--- src/rtl/imem_uart_loader.sv ---
// Instruction-RAM loader: takes a length-prefixed program image from UART bytes and writes 32-bit words from address 0.
// Build option `IMEM_LOADER_CHECKSUM_EN appends a mod-256 checksum byte over the data bytes to the frame.
module imem_uart_loader #(
  parameter int ADDR_W      = 8,
  parameter int TIMEOUT_CYC = 1000000
) (
  input  logic              clk,
  input  logic              reset,
  input  logic              start,
  input  logic [7:0]        rx_data,
  input  logic              rx_valid,
  output logic              mem_we,
  output logic [ADDR_W-1:0] mem_addr,
  output logic [31:0]       mem_wdata,
  output logic              cpu_hold,
  output logic              busy,
  output logic              done,
  output logic              error,
  output logic [ADDR_W:0]   words_loaded
);
  localparam int TW = (TIMEOUT_CYC > 2) ? $clog2(TIMEOUT_CYC) : 1;

  typedef enum logic [2:0] {
    IDLE,
    LEN_HI,
    LEN_LO,
    DATA,
`ifdef IMEM_LOADER_CHECKSUM_EN
    CHK,
`endif
    DONE,
    ERR
  } state_t;

  state_t          state;
  logic [7:0]      len_hi;
  logic [15:0]     len;
  logic [23:0]     asm_word;
  logic [1:0]      byte_idx;
  logic [TW-1:0]   tcnt;
  logic            last_word;
`ifdef IMEM_LOADER_CHECKSUM_EN
  logic [7:0]      sum;
`endif

  logic [15:0] rx_len;
  logic [31:0] word_in;
  logic        last_in;
  assign rx_len  = {len_hi, rx_data};
  assign word_in = {asm_word, rx_data};
  assign last_in = (16'(words_loaded) + 16'd1) == len;

  always_ff @(posedge clk or posedge reset) begin
    if (reset) begin
      state        <= IDLE;
      len_hi       <= '0;
      len          <= '0;
      asm_word     <= '0;
      byte_idx     <= '0;
      tcnt         <= '0;
      last_word    <= 1'b0;
`ifdef IMEM_LOADER_CHECKSUM_EN
      sum          <= '0;
`endif
      mem_we       <= 1'b0;
      mem_addr     <= '0;
      mem_wdata    <= '0;
      cpu_hold     <= 1'b0;
      busy         <= 1'b0;
      done         <= 1'b0;
      error        <= 1'b0;
      words_loaded <= '0;
    end else begin
      mem_we <= 1'b0;
      // The address counter advances on the edge after each write strobe.
      if (mem_we) words_loaded <= words_loaded + {{ADDR_W{1'b0}}, 1'b1};
      case (state)
        IDLE, DONE, ERR: begin
          if (start) begin
            state        <= LEN_HI;
            busy         <= 1'b1;
            cpu_hold     <= 1'b1;
            done         <= 1'b0;
            error        <= 1'b0;
            words_loaded <= '0;
            mem_addr     <= '0;
            byte_idx     <= '0;
            tcnt         <= '0;
            last_word    <= 1'b0;
`ifdef IMEM_LOADER_CHECKSUM_EN
            sum          <= '0;
`endif
          end
        end
        default: begin
          // A byte in the final cycle beats the timeout.
          if (rx_valid) begin
            tcnt <= '0;
          end else begin
            tcnt <= tcnt + {{(TW-1){1'b0}}, 1'b1};
            if (tcnt == TW'(TIMEOUT_CYC - 2)) begin
              state <= ERR;
              busy  <= 1'b0;
              error <= 1'b1;
            end
          end
          case (state)
            LEN_HI: if (rx_valid) begin
              len_hi <= rx_data;
              state  <= LEN_LO;
            end
            LEN_LO: if (rx_valid) begin
              len <= rx_len;
              if (rx_len == 16'd0) begin
`ifdef IMEM_LOADER_CHECKSUM_EN
                state <= CHK;
`else
                state    <= DONE;
                busy     <= 1'b0;
                cpu_hold <= 1'b0;
                done     <= 1'b1;
`endif
              end else if ({1'b0, rx_len} > 17'(1 << ADDR_W)) begin
                state <= ERR;
                busy  <= 1'b0;
                error <= 1'b1;
              end else begin
                state <= DATA;
              end
            end
            DATA: begin
              if (rx_valid && !last_word) begin
                asm_word <= word_in[23:0];
                byte_idx <= byte_idx + 2'd1;
`ifdef IMEM_LOADER_CHECKSUM_EN
                sum      <= sum + rx_data;
`endif
                if (byte_idx == 2'd3) begin
                  mem_we    <= 1'b1;
                  mem_wdata <= word_in;
                  mem_addr  <= words_loaded[ADDR_W-1:0];
`ifdef IMEM_LOADER_CHECKSUM_EN
                  if (last_in) state <= CHK;
`else
                  if (last_in) last_word <= 1'b1;
`endif
                end
              end
              // Release the CPU only once the final write has landed.
              if (last_word) begin
                state    <= DONE;
                busy     <= 1'b0;
                cpu_hold <= 1'b0;
                done     <= 1'b1;
              end
            end
`ifdef IMEM_LOADER_CHECKSUM_EN
            CHK: if (rx_valid) begin
              if (rx_data == sum) begin
                state    <= DONE;
                busy     <= 1'b0;
                cpu_hold <= 1'b0;
                done     <= 1'b1;
              end else begin
                state <= ERR;
                busy  <= 1'b0;
                error <= 1'b1;
              end
            end
`endif
            default: ;
          endcase
        end
      endcase
    end
  end
endmodule

--- config.mk ---
export PLATFORM = sky130hd
export DESIGN_NAME = imem_uart_loader
export DESIGN_NICKNAME = d
export VERILOG_FILES = /design/src/rtl/imem_uart_loader.sv
export SDC_FILE = /design/constraint.sdc
export NUM_CORES = 1
export LEC_CHECK = 0
export ABC_AREA = 1
export CAP_MARGIN = 10
export CORE_MARGIN = 5
export CORE_UTILIZATION = 60
export CTS_CLUSTER_DIAMETER = 150
export DETAILED_ROUTE_END_ITERATION = 8
export PLACE_DENSITY = 0.84
export SYNTH_ARGS = -nofsm -noshare
export SYNTH_HDL_FRONTEND = slang
export SYNTH_SLANG_ARGS = --single-unit
--- constraint.sdc ---
create_clock -name clk -period 8.82 [get_ports clk]
set_input_delay 2.646 -clock clk [delete_from_list [all_inputs] [get_ports clk]]
set_output_delay 2.646 -clock clk [all_outputs]
set_load 0.02 [all_outputs]
**Yosys cells after proc, flatten, opt, wreduce, memory -nomap -nowiden**

Cells that the tools add are included.

- Output and inout port bits: 54
- Input port bits: 12
- Logic and storage cells: 112
- Flip-flop bits (word level): 128

- Equality and inequality tests: 12
- $lt $le $gt $ge: 1
- $add $sub $neg: 4
- Bitwise operators: 1
- Reduce and logical (&&, ||, !) cells: 18
- Multiplexer cells: 61

Operators by type and width:

| cell | count |
|---|---|
| 2-to-1 mux 20 bit | 3 |
| 2-to-1 mux 8 bit | 5 |
| 2-to-1 mux 1 bit | 33 |
| 2-to-1 mux 3 bit | 9 |
| 2-to-1 mux 9 bit | 3 |
| adder 20 x 1 -> 20 bit, second input constant | 1 |
| equality test 20 bit, second input constant | 1 |
| equality test 10 x 16 -> 1 bit | 1 |
| greater-than comparator 16 x 9 -> 1 bit, second input constant | 1 |
| logical NOT 16 bit | 1 |
| AND reduction 3 bit | 4 |
| adder 9 x 1 -> 10 bit, second input constant | 1 |
| AND reduction 5 bit | 2 |
| adder 9 x 1 -> 9 bit, second input constant | 1 |
| case mux 3 bit (3 select lines) | 1 |
| 2-to-1 mux 2 bit | 4 |
| AND reduction 4 bit | 2 |
| nonzero test 2 bit | 4 |
| equality test 3 x 2 -> 1 bit, second input constant | 2 |
| equality test 3 bit, second input constant | 2 |
| != test 3 bit, second input constant | 2 |
| case mux 1 bit (2 select lines) | 3 |
| equality test 3 x 1 -> 1 bit, second input constant | 1 |
| logical NOT 3 bit | 1 |
| 9 further kinds | 9 |

**Depth between registers and ports, before layout**

- Depth in word-level cells: 8
- Mapped depth: 11
- Depth with buffers taken out: 11

**Least setup slack after synthesis**

OpenSTA, ideal clock, no wires.

- Path type: in2reg
- From: in rx_valid
- To: reg state[0]
- Setup time: 0.087 ns
- Arrival time: 3.467 ns
- Path buffers: 0
- Path slack: 5.266 ns
- Stages on the path: 7
- Cells stage by stage: inv_1 -> nand4_1 -> nor4_1 -> nand3_1 -> nand2_1 -> o21ai_0 -> a22oi_1

- Word-level cells in the longest chain between the ends: 4
- Elaborated cells on any way between the ends: 6

RTL lines:

| item | line | RTL |
|---|---|---|
| start, declared | 11 | `input logic rx_valid,` |
| 2-to-1 mux 3 bit | 97 | `if (rx_valid) begin` |
| 2-to-1 mux 3 bit, on equally long branches | 150, 108, 112 |  |
| case mux 3 bit (3 select lines) (*) | 107 | `case (state)` |
| 2-to-1 mux 3 bit (*) | 77 | `case (state)` |
| end signal, assigned | 80 | `state <= LEN_HI;` |
| end signal, assigned | 110 | `state <= LEN_LO;` |
| end signal, assigned | 151 | `state <= DONE;` |
| end, declared | 35 | `state_t state;` |

Every way passes the cells marked *; elsewhere a longest branch is shown, timed or not.
A chain may end at the register's enable or synchronous reset.

**Final worst setup path**

- From: in rx_valid
- To: reg mem_wdata[8]

- Word-level cells in the longest chain between the ends: 2

RTL lines:

| item | line | RTL |
|---|---|---|
| logical AND 1 bit | 132 | `if (rx_valid && !last_word) begin` |
| AND reduction 4 bit (no line) | - |  |
| end signal, assigned | 140 | `mem_wdata <= word_in;` |
| end, declared | 14 | `output logic [31:0] mem_wdata,` |

Every way passes these cells.

==> load_flow_metrics.sql <==
INSERT INTO impl_metrics (metric_group, metric, value, unit) VALUES
('run_status', 'outcome', 'finished, final reports clean', ''),
('global_route', 'grt_first_pass_wirelength', '23900', 'um'),
('power_and_ir_drop', 'ir_drop', '0.235', 'mV'),
('global_route', 'globalRouteOverflowTotal', '0', ''),
('global_route', 'antenna_found_initial', '0', ''),
('sta', 'report.final.slew_viol_count', '0', ''),
('logic_synthesis', 'yosys.area.top_type_share', '54.6', '%'),
('clock_network', 'post-cts-setup-buffers', '0', ''),
('detailed_routing', 'wl_per_cell', '15.8', 'um'),
('final_layout', 'final_core_util', '75.2', '%'),
('power_and_ir_drop', 'reported_net_switching_power', '0.761', 'mW'),
('final_layout', 'num-nets-final', '793', ''),
('setup_path', 'critPathKind', 'input port to flip-flop', ''),
('clock_network', 'clk_pin_slew', '0.06', 'ns'),
('power_and_ir_drop', 'pwr_density_cell', '302', 'nW/um2'),
('setup_path', 'crit_required', '9.17', 'ns'),
('sta', 'fin_skew', '0.00864', 'ns'),
('clock_network', 'cts_tree', 'built', ''),
('setup_path', 'timing.critical_path.max_delay_family', 'buffers and inverters', ''),
('logic_synthesis', 'synth.area.top_cells', 'dfrtp_1 (55%), nand2_1 (13%), o21ai_0 (9.0%), inv_1 (5.8%), nor2_1 (2.4%)', ''),
('logic_synthesis', 'yosys_register_bits', '128', ''),
('sta', 'timing.final.setup_violations', '0', ''),
('sta', 'final.setup.tns', '0', 'ns'),
('logic_synthesis', 'post_synth_edffs', '0', ''),
('power_and_ir_drop', 'total_power', '2.19', 'mW'),
('die', 'row_count', '36', ''),
('logic_synthesis', 'yosysUniqueCellTypes', '36', ''),
('clock_network', 'clock_insertion_delay_worst_skew', '0.51', 'ns'),
('detailed_routing', 'drc', '0', ''),
('clock_network', 'max-clock-path-buffers', '2', ''),
('detailed_routing', 'num_vias', '5176', ''),
('final_layout', 'layout-drive-gt1-share', '7.85', '%'),
('logic_synthesis', 'ys_warn_count', '0', ''),
('clock_network', 'cts-resized-gates', '0', ''),
('power_and_ir_drop', 'power_frac_clock', '33.7', '%'),
('power_and_ir_drop', 'total_leakage_power', '3.35', 'nW'),
('die', 'start_util', '60.9', '%'),
('placed_design', 'place.port_buffers', '65', ''),
('clock_network', 'clock_tree_sinks', '128', ''),
('setup_path', 'setup.worst_path.start_class', 'input port', ''),
('setup_path', 'critical-path-max-stage-delay', '0.69', 'ns'),
('job', 'cap_violations', '0', ''),
('final_layout', 'synthToLayoutAreaGrowth', '23.5', '%'),
('setup_path', 'critical_path.cell_chain', 'clkdlybuf4s50_1 -> nand3_4 -> nor2_4 -> inv_2 -> nand2_1 -> o21ai_0', ''),
('setup_path', 'crit_path_max_fanout', '62', ''),
('die', 'pin_count', '66', ''),
('sta', 'slew_headroom', '40.3', '%'),
('sta', 'timing_hold_violations_final', '0', ''),
('detailed_routing', 'final_antenna_net_count', '0', ''),
('hold_path', 'timing.hold.worst.class', 'flip-flop to flip-flop', ''),
('logic_synthesis', 'synth_area_per_cell', '8.26', 'um2'),
('global_route', 'grt_max_degree', '74', ''),
('die', 'dieHeight', '109', 'um'),
('final_layout', 'multi_input_comb_area', '2220', 'um2'),
('power_and_ir_drop', 'seq_power_share', '38.4', '%'),
('clock_network', 'inserted_clock_buffers', '17', ''),
('final_layout', 'antenna_diode_count', '0', ''),
('detailed_routing', 'number_of_iterations_in_the_first_detailed_routing_pass', '5', ''),
('die', 'floorplan.core_area', '9640', 'um2'),
('placed_design', 'detailedPlacementHpwl', '9520', 'um'),
('logic_synthesis', 'synth_sequential_area_ratio', '54.6', '%'),
('sta', 'rsz0062_at_grt', 'false', ''),
('setup_path', 'crit_buf_inv', '2', ''),
('logic_synthesis', 'post_synth_inst_count', '710', ''),
('detailed_routing', 'initialDrtViolationCount', '445', ''),
('setup_path', 'critical-path-slowest-cell', 'clkdlybuf4s50_1', ''),
('final_layout', 'final-seq-area', '3200', 'um2'),
('global_route', 'via_count_of_the_first_global_routing_pass', '4933', ''),
('logic_synthesis', 'synthArstFlopShare', '100', '%'),
('final_layout', 'n_fill_cell', '670', ''),
('die', 'floorplan.die_area', '11900', 'um2');
-- routing by layer --
metal | track usage [%] | wire length (um)
met1 | 33.5 | 6040
met2 | 43.1 | 7190
met3 | 5.62 | 1040
met4 | 9.56 | 346
met5 | 0 | 0
-- layout make-up --
| cell class | instances | area share, % |
|---|---|---|
| clock buffers | 20 | 6.14 |
| clock inverters | 12 | 2.50 |
| inverters | 98 | 5.11 |
| multi-input cells | 466 | 30.7 |
| flip-flops and latches | 128 | 44.2 |
| well taps | 133 | 2.30 |
| repair buffers | 66 | 9.08 |
-- registers in the layout, summed over array words and instances (netlist names), 2 cells and up --
| name | count |
|---|---|
| asm_word | 24 |
| mem_wdata | 32 |
| byte_idx | 2 |
| mem_addr | 8 |
| len_hi | 8 |
| words_loaded | 9 |
| state | 3 |
| len | 16 |
| tcnt | 20 |
-- power by group through the flow --
stage / Clock (mW) / Combinational [mW] / Sequential, mW
CTS: 0.741 / 0.609 / 0.838
floorplan: 0 / 0.344 / 0.876
global route: 0.770 / 0.680 / 0.858
finish: 0.740 / 0.611 / 0.841
global placement: 0 / 0.564 / 0.839
detailed placement: 0 / 0.589 / 0.845
-- cells by family after synthesis --
| family | share of synthesized area (%) |
|---|---|
| compound gates | 13.4 |
| xor+xnor | 0.299 |
| fa+ha+maj | 0.853 |
| buf+inv | 7.51 |
| flops | 54.6 |
| simple gates | 23.3 |
-- worst paths after layout --
kind / slack [ns] / to / from / cells past startpoint
worst max-delay path: 4.22 / mem_wdata[8]$_DFFE_PP0P_ / rx_valid / 6
worst min-delay path: 0.47 / mem_wdata[30]$_DFFE_PP0P_ / mem_wdata[30]$_DFFE_PP0P_ / 2
worst max register to register: 6.35 / mem_wdata[8]$_DFFE_PP0P_ / state[2]$_DFFE_PP0P_ / 8
worst min register to register: 0.47 / mem_wdata[30]$_DFFE_PP0P_ / mem_wdata[30]$_DFFE_PP0P_ / 2
max in group asynchronous: 4.91 / mem_addr[0]$_DFFE_PP0P_ / reset / 3
min in group asynchronous: 2.68 / mem_wdata[19]$_DFFE_PP0P_ / reset / 2
-- cells in the final DEF (no fill, tap or decap), types with 4 or more instances in the layout --
master / count
nor2_4: 8
nor2_2: 6
o22ai_1: 8
inv_2: 6
nor2_1: 37
a21oi_1: 20
nand3_1: 27
clkdlybuf4s50_1: 65
o21ai_0: 105
bufinv_16: 4
inv_1: 90
nand2_1: 204
nand4_1: 11
clkbuf_16: 16
dfrtp_1: 128
nor3_1: 5
clkinvlp_4: 4
o21ai_1: 5
ha_1: 4
nand2_2: 6
-- worst min-delay path, cell delays in order (launching register included) --
cell	delay, ns
dfrtp_1	0.34
nand2_1	0.06
nand2_1	0.05
-- per-stage QoR --
stage | hold WS (ns) | setup slack, ns | area [um2] | instances
6_report | 0.472 | 4.22 | 7250 | 923
5_1_grt | 0.499 | 3.98 | 7250 | 923
4_1_cts | 0.473 | 4.23 | 7250 | 923
3_5_place_dp | 0.459 | 3.80 | 6620 | 891
3_3_place_gp | 0.455 | 3.94 | 6620 | 891
2_1_floorplan | 0.449 | 2.76 | 5870 | 710
Power figures use the tool's default switching activity.
